==> src/rtl/bus_master_if.sv <==
// Bus master interface: request side, arbiter handshake and bit-serial bus.
interface bus_master_if #(
    parameter int unsigned ADDR_WIDTH = 16,
    parameter int unsigned DATA_WIDTH = 8
);
    // Request side
    logic                  start;
    logic                  mode;
    logic [ADDR_WIDTH-1:0] addr;
    logic [DATA_WIDTH-1:0] wdata;
    logic [DATA_WIDTH-1:0] rdata;
    logic                  busy;
    logic                  done;
    logic                  err;
    // Arbiter
    logic                  breq;
    logic                  bgrant;
    // Serial bus
    logic                  m_valid;
    logic                  m_mode;
    logic                  m_wdata;
    logic                  s_ready;
    logic                  s_rvalid;
    logic                  s_rdata;

    modport master (
        input  start, mode, addr, wdata, bgrant, s_ready, s_rvalid, s_rdata,
        output rdata, busy, done, err, breq, m_valid, m_mode, m_wdata
    );

    modport slave (
        output start, mode, addr, wdata, bgrant, s_ready, s_rvalid, s_rdata,
        input  rdata, busy, done, err, breq, m_valid, m_mode, m_wdata
    );
endinterface

==> src/rtl/bus_master.sv <==
// Bit-serial system-bus master: one read or write transaction per start pulse.
// Requests the bus, shifts address (and write data) out LSB first, then waits
// for the write acknowledge or collects serial read data.
// Optional feature: define BUS_MASTER_TIMEOUT_EN to bound the REQ/WACK/RDATA
// waits by TIMEOUT cycles and report an expired wait on err.
module bus_master #(
    parameter int unsigned ADDR_WIDTH = 16,
    parameter int unsigned DATA_WIDTH = 8,
    parameter int unsigned TIMEOUT    = 255
) (
    input  logic         clk,
    input  logic         rstn,
    bus_master_if.master bus
);
    localparam int unsigned MAX_W = (ADDR_WIDTH > DATA_WIDTH) ? ADDR_WIDTH : DATA_WIDTH;
    localparam int unsigned CNT_W = $clog2(MAX_W + 1);
    localparam int unsigned SH_W  = ADDR_WIDTH + DATA_WIDTH;

    localparam logic [2:0] S_IDLE  = 3'd0;
    localparam logic [2:0] S_REQ   = 3'd1;
    localparam logic [2:0] S_ADDR  = 3'd2;
    localparam logic [2:0] S_WDATA = 3'd3;
    localparam logic [2:0] S_WACK  = 3'd4;
    localparam logic [2:0] S_RDATA = 3'd5;
    localparam logic [2:0] S_DONE  = 3'd6;

    // Reject parameter sets the datapath cannot represent
    if (ADDR_WIDTH < 1 || DATA_WIDTH < 2 || TIMEOUT < 1) begin : g_param_check
        $error("bus_master: unsupported ADDR_WIDTH/DATA_WIDTH/TIMEOUT");
    end

    logic [2:0]            state_q,   state_d;
    logic [CNT_W-1:0]      cnt_q,     cnt_d;
    logic [SH_W-1:0]       sh_q,      sh_d;       // {wdata, addr}, shifted out LSB first
    logic                  mode_q,    mode_d;
    logic [DATA_WIDTH-2:0] rd_sh_q,   rd_sh_d;    // read bits collected so far
    logic [DATA_WIDTH-1:0] rdata_q,   rdata_d;
    logic                  breq_q,    breq_d;
    logic                  busy_q,    busy_d;
    logic                  done_q,    done_d;
    logic                  m_valid_q, m_valid_d;
    logic                  m_mode_q,  m_mode_d;
    logic                  m_wdata_q, m_wdata_d;
    logic [DATA_WIDTH-1:0] rd_cat;

`ifdef BUS_MASTER_TIMEOUT_EN
    localparam int unsigned TO_W = $clog2(TIMEOUT + 1);
    logic [TO_W-1:0]       wcnt_q,    wcnt_d;
    logic                  err_q,     err_d;
`endif

    // State and output registers
    always_ff @(posedge clk or negedge rstn) begin
        if (!rstn) begin
            state_q   <= S_IDLE;
            cnt_q     <= '0;
            sh_q      <= '0;
            mode_q    <= 1'b0;
            rd_sh_q   <= '0;
            rdata_q   <= '0;
            breq_q    <= 1'b0;
            busy_q    <= 1'b0;
            done_q    <= 1'b0;
            m_valid_q <= 1'b0;
            m_mode_q  <= 1'b0;
            m_wdata_q <= 1'b0;
`ifdef BUS_MASTER_TIMEOUT_EN
            wcnt_q    <= '0;
            err_q     <= 1'b0;
`endif
        end else begin
            state_q   <= state_d;
            cnt_q     <= cnt_d;
            sh_q      <= sh_d;
            mode_q    <= mode_d;
            rd_sh_q   <= rd_sh_d;
            rdata_q   <= rdata_d;
            breq_q    <= breq_d;
            busy_q    <= busy_d;
            done_q    <= done_d;
            m_valid_q <= m_valid_d;
            m_mode_q  <= m_mode_d;
            m_wdata_q <= m_wdata_d;
`ifdef BUS_MASTER_TIMEOUT_EN
            wcnt_q    <= wcnt_d;
            err_q     <= err_d;
`endif
        end
    end

    // Next state, datapath and next-cycle output values
    always_comb begin
        state_d   = state_q;
        cnt_d     = cnt_q;
        sh_d      = sh_q;
        mode_d    = mode_q;
        rd_sh_d   = rd_sh_q;
        rdata_d   = rdata_q;
        m_wdata_d = 1'b0;
        rd_cat    = {bus.s_rdata, rd_sh_q};
`ifdef BUS_MASTER_TIMEOUT_EN
        wcnt_d    = wcnt_q;
        err_d     = 1'b0;
`endif

        case (state_q)
            S_IDLE: begin
                if (bus.start) begin
                    state_d = S_REQ;
                    mode_d  = bus.mode;
                    sh_d    = {bus.wdata, bus.addr};
                end
            end
            S_REQ: begin
                if (bus.bgrant) begin
                    state_d = S_ADDR;
                end
            end
            S_ADDR: begin
                if (cnt_q == CNT_W'(ADDR_WIDTH - 1)) begin
                    state_d = mode_q ? S_WDATA : S_RDATA;
                end else begin
                    cnt_d = cnt_q + CNT_W'(1);
                end
            end
            S_WDATA: begin
                if (cnt_q == CNT_W'(DATA_WIDTH - 1)) begin
                    state_d = S_WACK;
                end else begin
                    cnt_d = cnt_q + CNT_W'(1);
                end
            end
            S_WACK: begin
                if (bus.s_ready) begin
                    state_d = S_DONE;
                end
            end
            S_RDATA: begin
                if (bus.s_rvalid) begin
                    rd_sh_d = rd_cat[DATA_WIDTH-1:1];
                    cnt_d   = cnt_q + CNT_W'(1);
                    if (cnt_q == CNT_W'(DATA_WIDTH - 1)) begin
                        rdata_d = rd_cat;
                        state_d = S_DONE;
                    end
                end
            end
            S_DONE: begin
                state_d = S_IDLE;
            end
            default: begin
                state_d = S_IDLE;
            end
        endcase

`ifdef BUS_MASTER_TIMEOUT_EN
        // Bound the waits; a valid read bit restarts the RDATA wait
        if (state_d != state_q) begin
            wcnt_d = '0;
        end else if (state_q == S_REQ || state_q == S_WACK || state_q == S_RDATA) begin
            if (state_q == S_RDATA && bus.s_rvalid) begin
                wcnt_d = '0;
            end else if (wcnt_q == TO_W'(TIMEOUT - 1)) begin
                state_d = S_IDLE;
                err_d   = 1'b1;
                wcnt_d  = '0;
            end else begin
                wcnt_d = wcnt_q + TO_W'(1);
            end
        end
`endif

        // Bit counter restarts on every state entry
        if (state_d != state_q) begin
            cnt_d = '0;
        end

        breq_d    = (state_d == S_REQ)   || (state_d == S_ADDR) || (state_d == S_WDATA) ||
                    (state_d == S_WACK)  || (state_d == S_RDATA);
        busy_d    = (state_d != S_IDLE);
`ifdef BUS_MASTER_TIMEOUT_EN
        busy_d    = busy_d || err_d;
`endif
        done_d    = (state_d == S_DONE);
        m_valid_d = (state_d == S_ADDR) || (state_d == S_WDATA);
        m_mode_d  = breq_d ? mode_d : 1'b0;

        if (m_valid_d) begin
            m_wdata_d = sh_q[0];
            sh_d      = sh_q >> 1;
        end
    end

    assign bus.rdata   = rdata_q;
    assign bus.busy    = busy_q;
    assign bus.done    = done_q;
    assign bus.breq    = breq_q;
    assign bus.m_valid = m_valid_q;
    assign bus.m_mode  = m_mode_q;
    assign bus.m_wdata = m_wdata_q;
`ifdef BUS_MASTER_TIMEOUT_EN
    assign bus.err     = err_q;
`else
    assign bus.err     = 1'b0;
`endif

endmodule

==> src/flat_wrapper.sv <==
// flat-port wrapper written by rule: the top's interface ports become plain ports
module bus_master_flat 
#(
    parameter int unsigned ADDR_WIDTH = 16,
    parameter int unsigned DATA_WIDTH = 8,
    parameter int unsigned TIMEOUT    = 255
)
  (clk, rstn, bus_start, bus_mode, bus_addr, bus_wdata, bus_bgrant, bus_s_ready, bus_s_rvalid, bus_s_rdata, bus_rdata, bus_busy, bus_done, bus_err, bus_breq, bus_m_valid, bus_m_mode, bus_m_wdata);
  bus_master_if #(.ADDR_WIDTH(ADDR_WIDTH), .DATA_WIDTH(DATA_WIDTH)) bus_i ();
  input  logic clk;
  input  logic rstn;
  input wire logic [$bits(bus_i.start)-1:0] bus_start;
  input wire logic [$bits(bus_i.mode)-1:0] bus_mode;
  input wire logic [$bits(bus_i.addr)-1:0] bus_addr;
  input wire logic [$bits(bus_i.wdata)-1:0] bus_wdata;
  input wire logic [$bits(bus_i.bgrant)-1:0] bus_bgrant;
  input wire logic [$bits(bus_i.s_ready)-1:0] bus_s_ready;
  input wire logic [$bits(bus_i.s_rvalid)-1:0] bus_s_rvalid;
  input wire logic [$bits(bus_i.s_rdata)-1:0] bus_s_rdata;
  output wire logic [$bits(bus_i.rdata)-1:0] bus_rdata;
  output wire logic [$bits(bus_i.busy)-1:0] bus_busy;
  output wire logic [$bits(bus_i.done)-1:0] bus_done;
  output wire logic [$bits(bus_i.err)-1:0] bus_err;
  output wire logic [$bits(bus_i.breq)-1:0] bus_breq;
  output wire logic [$bits(bus_i.m_valid)-1:0] bus_m_valid;
  output wire logic [$bits(bus_i.m_mode)-1:0] bus_m_mode;
  output wire logic [$bits(bus_i.m_wdata)-1:0] bus_m_wdata;
  assign bus_i.start = bus_start;
  assign bus_i.mode = bus_mode;
  assign bus_i.addr = bus_addr;
  assign bus_i.wdata = bus_wdata;
  assign bus_i.bgrant = bus_bgrant;
  assign bus_i.s_ready = bus_s_ready;
  assign bus_i.s_rvalid = bus_s_rvalid;
  assign bus_i.s_rdata = bus_s_rdata;
  assign bus_rdata = bus_i.rdata;
  assign bus_busy = bus_i.busy;
  assign bus_done = bus_i.done;
  assign bus_err = bus_i.err;
  assign bus_breq = bus_i.breq;
  assign bus_m_valid = bus_i.m_valid;
  assign bus_m_mode = bus_i.m_mode;
  assign bus_m_wdata = bus_i.m_wdata;
  bus_master #(.ADDR_WIDTH(ADDR_WIDTH), .DATA_WIDTH(DATA_WIDTH), .TIMEOUT(TIMEOUT)) u_core (.clk(clk), .rstn(rstn), .bus(bus_i));
endmodule
==> config.mk <==
export PLATFORM = sky130hd
export DESIGN_NAME = bus_master_flat
export DESIGN_NICKNAME = d
export VERILOG_FILES = /design/src/rtl/bus_master_if.sv /design/src/rtl/bus_master.sv /design/src/flat_wrapper.sv
export SDC_FILE = /design/constraint.sdc
export NUM_CORES = 1
export LEC_CHECK = 0
export CORE_MARGIN = 4
export CORE_UTILIZATION = 41
export CTS_BUF_LIST = sky130_fd_sc_hd__clkbuf_4
export DETAILED_ROUTE_END_ITERATION = 6
export MAX_ROUTING_LAYER = met4
export PLACE_DENSITY = 0.74
export RECOVER_POWER = 25
export SYNTH_ARGS = -nofsm -noshare
export SYNTH_HDL_FRONTEND = slang
export SYNTH_SLANG_ARGS = --single-unit
==> constraint.sdc <==
create_clock -name clk -period 3.19 [get_ports clk]
set_clock_uncertainty 0.05 [all_clocks]
set_input_delay 0.319 -clock clk [delete_from_list [all_inputs] [get_ports clk]]
set_output_delay 0.319 -clock clk [all_outputs]
set_load 0.01 [all_outputs]
==> flow_results.org, run 1 <==
** Power
- Power spread over the standard cell area amounts to approximately 780 nW/um2.
- Part of the power in combinational logic :: approximately 41%
- In this run, flip-flops and latches consume a little over two fifths of the power.
- Across the VDD grid, the largest voltage drop is around 0.47 mV.
- The analysis attributes to cell leakage a power of between 1 and 1.5 nW.
- Clock share of power :: between 10% and 20%
- Int Power :: approximately 1.5 mW
- Switch Pwr :: between 0.9 and 1 mW
- Switching power as a share of total power :: 38.1%

** Global route
- The first global-routing pass estimated between 8000 and 9000 um of wire.
- The via count of the first global-routing pass came to about 1800.
- The number of antenna violations at the first check in global routing was 0.
- Largest net degree at the start of global routing :: 30
- Remaining global-route overflow :: 0
- Global routing used about 14% of the available tracks across all layers.

** Synth
- In this run, synthesis inferred 0 flip-flops with an integrated enable.
- Net Count, Synth :: between 200 and 300
- A synthesized cell averages about 11 um2.
- In the synthesized netlist the dominant register cell turns out to be dfrtp_1.
- Yosys printed 0 warnings.
- Sequential cells were found to cover 51.5% of the synthesized design area.
- Counting flops and latches in the post-synthesis netlist gives 54.
- Post-synthesis cell count :: 240
- The synthesized netlist occupies a cell area of between 2000 and 3000 um2.
- Synth cell types :: 38
- Fraction of synthesis flops using an asynchronous set or reset pin :: between 90% and 100%

** Setup path
- Worst setup SP type :: register
- Type of the setup path with the least slack :: reg -> reg
- Grouping stages by cell kind, the critical path spends the most delay in simple AND/OR/NAND/NOR gates.
- Biggest fanout along the worst timing path :: 25
- List of cells traversed by the critical path :: ha_1 -> and3_1 -> ha_1 -> nand2b_1 -> a22oi_1 -> o221ai_2 -> and2_4 -> o21ai_0
- The worst setup path is captured at a register.
- Sum of buffers and inverters on the critical path :: 0
- Standard cell with the maximum stage delay on the critical path :: dfrtp_1
- STA puts the critical path data required time at 3410 ps.
- Max stage delay on crit path :: 440 ps
- Data arrives at the worst endpoint at 2470 ps.
- By instance count, the cell type seen most on the critical path is ha_1.

** Final layout
- Non-filler cells, final :: 358
- The area growth from synthesis to layout is 21.7%.
- Fraction of layout cells with a size suffix above 1 :: 16.3%
- For this run, the post-layout net count is approximately 320.
- Core Util, Final :: 52.7%
- Fill cells in the final layout number around 560.
- The number of antenna diodes in the final layout is 0.

** Timing
- Summed over all failing endpoints, the final setup total negative slack is 0 ps.
- Highest clock rate :: between 0.4 and 0.5 GHz
- Final Hold Fails :: 0
- Dividing the final minimum period by the clock period gives a little over two thirds.
- Counting I/O delays and the setup requirement, the final critical path takes ~2300 ps.
- The count of pins over their slew limit was 0.
- Headroom to the max-slew limit came out at between 10% and 20%.
- Setup repair after global routing left no endpoint under its margin.
- Final setup violation count :: 0
- Final hold analysis gives a worst-case slack of roughly 430 ps.
- For the pin with the worst max-slew slack, the measured transition is between 1000 and 1500 ps.

** Floorplanning
- Die Outline Area :: between 7000 and 8000 um2
- Core area :: a little over 6000 um2
- Die height :: 88.0 um
- Row generation in the floorplan step produced 28 rows.
- The die is slightly below 90 um wide.
- Number of ports placed on the die boundary :: 47
- Starting utilization of the core area :: between 40% and 50%

** Drt
- In the routed design, unresolved DRC markers number 0.
- In the final routed layout, each cell accounts on average for around 14 um.
- Number of DRC violations after detailed-routing iteration 0 :: between 150 and 200
- The final layout contains routed wiring with a total length of between 5000 and 6000 um.
- The detailed router placed between 1500 and 2000 vias in this run.
- The detail route stage leaves a number of antenna-violating nets equal to 0.
- Drt first pass iters :: 4
- Vias per Instance :: approximately 5.2

** Clock tree
- The number of setup buffers added after CTS is 0.
- Post-CTS clock slew at the launch and capture registers of the worst setup and hold paths :: 170 ps
- Clock latency on the worst-skew pair :: 380 ps
- The tree is rooted in a clkbuf_4.
- # resized after CTS :: 0
- The tree built by TritonCTS fans out to 54 sinks.
- After clock tree synthesis, the flow added hold-fix buffers numbering 1.
- TritonCTS built the clock tree.
- Number of buffers added by the clock tree synthesis step :: 5
- CTS Buffer Depth :: 2
- The H-tree generated during clock tree synthesis spans 2 levels.

** Run
- The tool flagged a number of max-cap violations equal to 0.

** Placed design
- Port buffer count :: between 40 and 50
- Placed Cells incl. Taps :: around 350
- Weighted congestion reported at the end of routability-driven placement :: slightly above 0.8
- The wire-length estimate of the detail-placed layout is ~3600 um.

** Worst hold path
- Path category of the worst min-delay check :: in -> reg

** Run status
- The run finished with clean final reports.
==> worst register-to-register path, cell delays in order (launching register included) <==
cell and delay, ps:
dfrtp_1 440, ha_1 230, and3_1 220, ha_1 210, nand2b_1 80, a22oi_1 130, o221ai_2 200, and2_4 420
o21ai_0 170
==> area by class of cell <==
cell class	count	area [um2]	share of cell area [%]
Tap cell	75	93.8	2.94
Clock buffer	5	37.5	1.17
Inverter	4	15.0	0.470
Timing Repair Buffer	52	497	15.5
Multi-Input combinational cell	165	1150	36.1
Clock inverter	3	48.8	1.53
Sequential cell	54	1350	42.3
==> metal layers <==
layer  vias to the layer above  global-route usage [%]  share of wire [%]
li1                        919                       -                  -
met1                       899                    18.3                 46
met2                        37                    23.4                 49
met3                         8                    3.10                4.2
met4                         0                    3.71                1.3
met5                         -                       -                  0
==> placed cells by master, fill, tap and decap left out, drive strengths merged, types with 2 or more instances in the layout <==
cell / count
inv: 5
clkbuf: 7
xor2: 3
o21ai: 28
o211ai: 2
nand2: 28
buf: 5
mux2i: 25
nor2: 9
dfrtp: 54
and3: 2
and2: 4
ha: 3
mux2: 10
a21oi: 4
nand3: 23
clkdlybuf4s50: 44
nor2b: 4
nand2b: 4
==> power groups by stage <==
| stage | sequential (mW) | clock [mW] | combinational, mW |
|---|---|---|---|
| floorplan | 1.03 | 0 | 0.856 |
| global placement | 1.07 | 0 | 1.01 |
| detailed placement | 1.08 | 0 | 1.03 |
| CTS | 1.06 | 0.411 | 1.03 |
| global route | 1.09 | 0.444 | 1.14 |
| finish | 1.06 | 0.403 | 1.01 |
==> worst paths after layout <==
kind                                   start             endpoint  slack [ps]  depth (start not counted)
min reg2reg                u_core.rd_sh_q[0]    u_core.rd_sh_q[0]         450                          2
min                              bus_s_rdata    u_core.rd_sh_q[6]         430                          3
max                          u_core.cnt_q[0]       u_core.sh_q[4]         940                          8
max reg2reg                  u_core.cnt_q[0]       u_core.sh_q[4]         940                          8
max in group asynchronous               rstn  u_core.bus.rdata[4]        1040                          3
min in group asynchronous               rstn      u_core.sh_q[11]         690                          2
==> synth_stat cells, drive strengths merged (2+ instances only) <==
library cell | number | area, um2
a21oi | 4 | 20.0
and2 | 4 | 27.5
and3 | 2 | 12.5
buf | 12 | 87.6
clkbuf | 5 | 18.8
dfrtp | 54 | 1350
ha | 3 | 37.5
inv | 4 | 15.0
mux2 | 10 | 113
mux2i | 25 | 250
nand2 | 28 | 105
nand2b | 4 | 25.0
nand3 | 23 | 115
nor2 | 9 | 33.8
nor2b | 4 | 25.0
o211ai | 2 | 15.0
o21ai | 28 | 208
xor2 | 3 | 26.3
==> flip-flops by register name (all words and copies together), names as in the netlist, 3 cells and up <==
signal	cells
u_core.cnt_q	5
u_core.state_q	3
u_core.rd_sh_q	7
u_core.sh_q	24
u_core.bus.rdata	8
==> through the flow <==
step	power [mW]	worst slack, ps	area, um2
floorplan	1.88	1040	2630
global placement	2.08	1040	3100
detailed placement	2.11	951	3100
CTS	2.51	926	3200
global route	2.67	659	3200
finish	2.48	938	3200
==> logic make-up (layout without fill, tap and decap cells) <==
logic type / after synthesis / after routing / synth area share (%)
AO/OA/AOI/OAI: 43 / 43 / 12.5
XOR/XNOR: 3 / 3 / 1.00
adder cells (fa/ha/maj): 3 / 3 / 1.43
buffers and inverters: 21 / 64 / 4.62
flip-flops: 54 / 54 / 51.5
multiplexers: 35 / 35 / 13.8
other: 1 / 1 / 0.143
AND/OR/NAND/NOR: 80 / 80 / 15.0
(Power assumes the default switching activity.)
==> run 2, diff against run 1 <==
clock period = 2.4 ns   (was 3.19 ns; I/O delays follow)
==> run 2 against run 1 <==
Routed wire length up 2.1%. Non-clock buffer count grew 2. Final cell count up 0.56%. Register-to-register slack worse by 770 ps. Sequential share of layout area is 0.066 points lower. Sequential power is 33% higher. Design area up 0.16%. Clock-buffer cell count up 1. Hold slack got worse by 32 ps. Via count is 1.2% higher.
==> flow_results.org, run 2 (synthesized netlist as in run 1, its figures left out) <==
** Worst hold path
- HP Start :: bus_s_rdata
- Counting instances, the worst hold path has a depth of 3.
- Worst-case hold path end point :: u_core.rd_sh_q[6]
- The min-delay analysis places its worst path in the category in -> reg.

** Clock tree
- Cell at the root of the clock tree :: clkbuf_4
- CTS Buffer Depth :: 2
- Clock latency on the worst-skew pair :: 380 ps
- Number of levels in the clock H-tree :: 2
- For this design, the sink count on the clock tree is 54.
- Once the clock tree was built, the setup fixing pass inserted 0 buffers.
- TritonCTS created 5 clock buffers.
- TritonCTS built the clock tree.
- Post-CTS clock slew at the launch and capture registers of the worst setup and hold paths :: roughly 160 ps

** Run status
- Result of the run :: completed

** Global route
- Overall routing resource usage :: ~14%
- Remaining global-route overflow :: 0
- Largest net degree at the start of global routing :: 36
- The first global-routing pass estimated about 8400 um of wire.
- Initial antenna violation count :: 0
- Via count of the first global-routing pass :: about 1800

** Run
- Count of max-cap constraint violations :: 0

** Final layout
- Summing all multi-input logic gate instances after layout gives 1160 um2.
- Fin nets :: 320
- Fraction of layout cells with a size suffix above 1 :: ~17%
- Commonest cells after routing, fill and taps aside :: dfrtp_1, clkdlybuf4s50_1, nand2_1
- After filler insertion, the fill cell instance count of the layout stands at around 560.
- Area grow syn2layout :: 21.9%
- Number of flip-flops in the largest register :: 24
- Count of antenna diodes in the layout :: 0
- Leaving out fill and tap cells, the most frequent cell in the layout is dfrtp_1.
- Register with the most flip-flops :: u_core.sh_q
- Non-filler cells, final :: 360
- Registers take between 1000 and 1500 um2.

** Timing
- For the pin with the worst max-slew slack, the measured transition is a little over 800 ps.
- Final TNS setup :: 0 ps
- The clock period could shrink to 2230 ps.
- Setup violations remaining at the end of the flow were counted as 0.
- The count of pins over their slew limit was 0.
- Period utilization :: a little over 90%
- Smallest hold slack :: ~400 ps
- Timing would allow up to 0.448 GHz.
- Final Hold Fails :: 0
- Setup repair after global routing left no endpoint under its margin.
- Relative slew slack :: about 45%

** Drt
- DRC violation count after routing :: 0
- The first TritonRoute pass finished after 4 iterations.
- The detail route stage leaves a number of antenna-violating nets equal to 0.
- Wires add up to 5130 um.
- Using the TritonRoute via totals, the vias-per-cell ratio works out to between 5 and 6.
- Across all layers, the routed design uses around 1900 vias.
- Routed wire length per instance :: ~14 um
- In this run, the number of DRC markers left after iteration 0 of detailed routing was about 140.

** Power
- Worst-case vdd ir drop :: between 0.6 and 0.7 mV
- Reported leakage power :: ~1.4 nW
- In this run the power density over the cells is a little over 1000 nW/um2.

** Setup path
- Register-to-register path setup slack :: 170 ps
- Data arrival at the endpoint of the critical path :: around 2500 ps
- Cells on worst reg2reg path :: 8
- Biggest fanout along the worst timing path :: 12
- Counting both buffers and inverters, the worst setup path holds a total of 0.
- STA classifies the critical path startpoint as a register.
- In this design, the stage delay of the slowest critical-path cell is 440 ps.
- In this run the critical register-to-register path is captured at u_core.sh_q[18].
- Broken down by cell family, the worst path's largest delay share belongs to simple AND/OR/NAND/NOR gates.
- The largest individual stage delay along the critical path comes from the cell dfrtp_1.
- Data required time at the worst endpoint :: 2620 ps
- Critical Path End Type :: register
- The most numerous cell type found on the critical path is ha_1.
- Type of the setup path with the least slack :: reg -> reg
- Worst flop-to-flop path startpoint :: u_core.cnt_q[0]
- Traced cell by cell, the critical path runs through ha_1 -> and3_1 -> ha_1 -> nand2b_1 -> a22oi_1 -> o221ai_2 -> and2_2 -> o21ai_2.

** Floorplanning
- Width of the die :: between 80 and 90 um
- Row count :: 28
- During I/O placement, the number of pins put on the boundary was 47.
- Die height :: approximately 88 um
- The die covers 7750 um2.
- The initial utilization of the core area, before any placement, comes to around 43%.
- Core area :: ~6100 um2

** Placed design
- At the end of routability-driven placement, the weighted congestion stood at slightly above 0.8.
- In this run, placement finished with an instance count of about 350.
- Port buffer count :: 45
- Detailed placement ended at an HPWL of approximately 3500 um.
[run 2: changes by cell type in the layout (fill, tap and decap cells not counted)]
cell / change
buf_4: +2
clkbuf_1: -1
inv_8: -1
bufinv_16: -1
buf_12: +1
and2_2: +1
clkbuf_4: +1
[run 2: worst max-delay path by stage]
stage	from	endpoint	depth (start not counted)
floorplan	u_core.cnt_q[0]	u_core.sh_q[10]	11
global placement	u_core.cnt_q[0]	u_core.sh_q[4]	8
detailed placement	u_core.cnt_q[0]	u_core.sh_q[2]	8
CTS	u_core.cnt_q[0]	u_core.sh_q[4]	8
global route	u_core.cnt_q[0]	u_core.sh_q[4]	9
finish	u_core.cnt_q[0]	u_core.sh_q[18]	8
[run 2: layer usage]
metal	routed length (um)	up-vias	global-route usage [%]
met5	0	-	-
met4	53	0	3.71
met3	190	8	2.54
met2	2510	35	23.8
met1	2380	915	17.5
li1	-	927	-
[run 2: cell type report]
type,instances,share of cell area [%]
clock buffer,6,1.41
clock inverter,1,0.234
inverter,4,0.469
multi-input combinational,166,36.3
sequential,54,42.2
tap,75,2.93
timing repair buffer,54,16.5
[run 2: tightest hold or removal path, delay by kind of cell]
| kind | cells | cell delay [ps] |
|---|---|---|
| buffers and inverters | 1 | 430 |
| AND/OR/NAND/NOR | 2 | 120 |
[run 2: timing repair]
action | CTS | global route
endpoints found under the hold margin | 33 | 0
hold buffers | 1 | 0
endpoints found under the setup margin | 0 | 2
resized for setup | 0 | 0
[run 2: power breakdown]
part	switching [mW]	internal, mW	leakage, nW	total, mW
clock	0.280	0.121	0.0278	0.402
sequential	0.203	1.21	0.706	1.41
combinational	0.778	0.630	0.664	1.41
[run 2: per-stage QoR]
stage	util, %	setup WS (ps)	total power [mW]	area [um2]
after floorplan	-	248	2.50	2630
after global placement	51.7	254	2.78	3130
after detailed placement	51.7	145	2.82	3130
after CTS	52.7	100	3.24	3190
after global routing	52.8	19.5	3.46	3200
final	52.8	169	3.22	3200
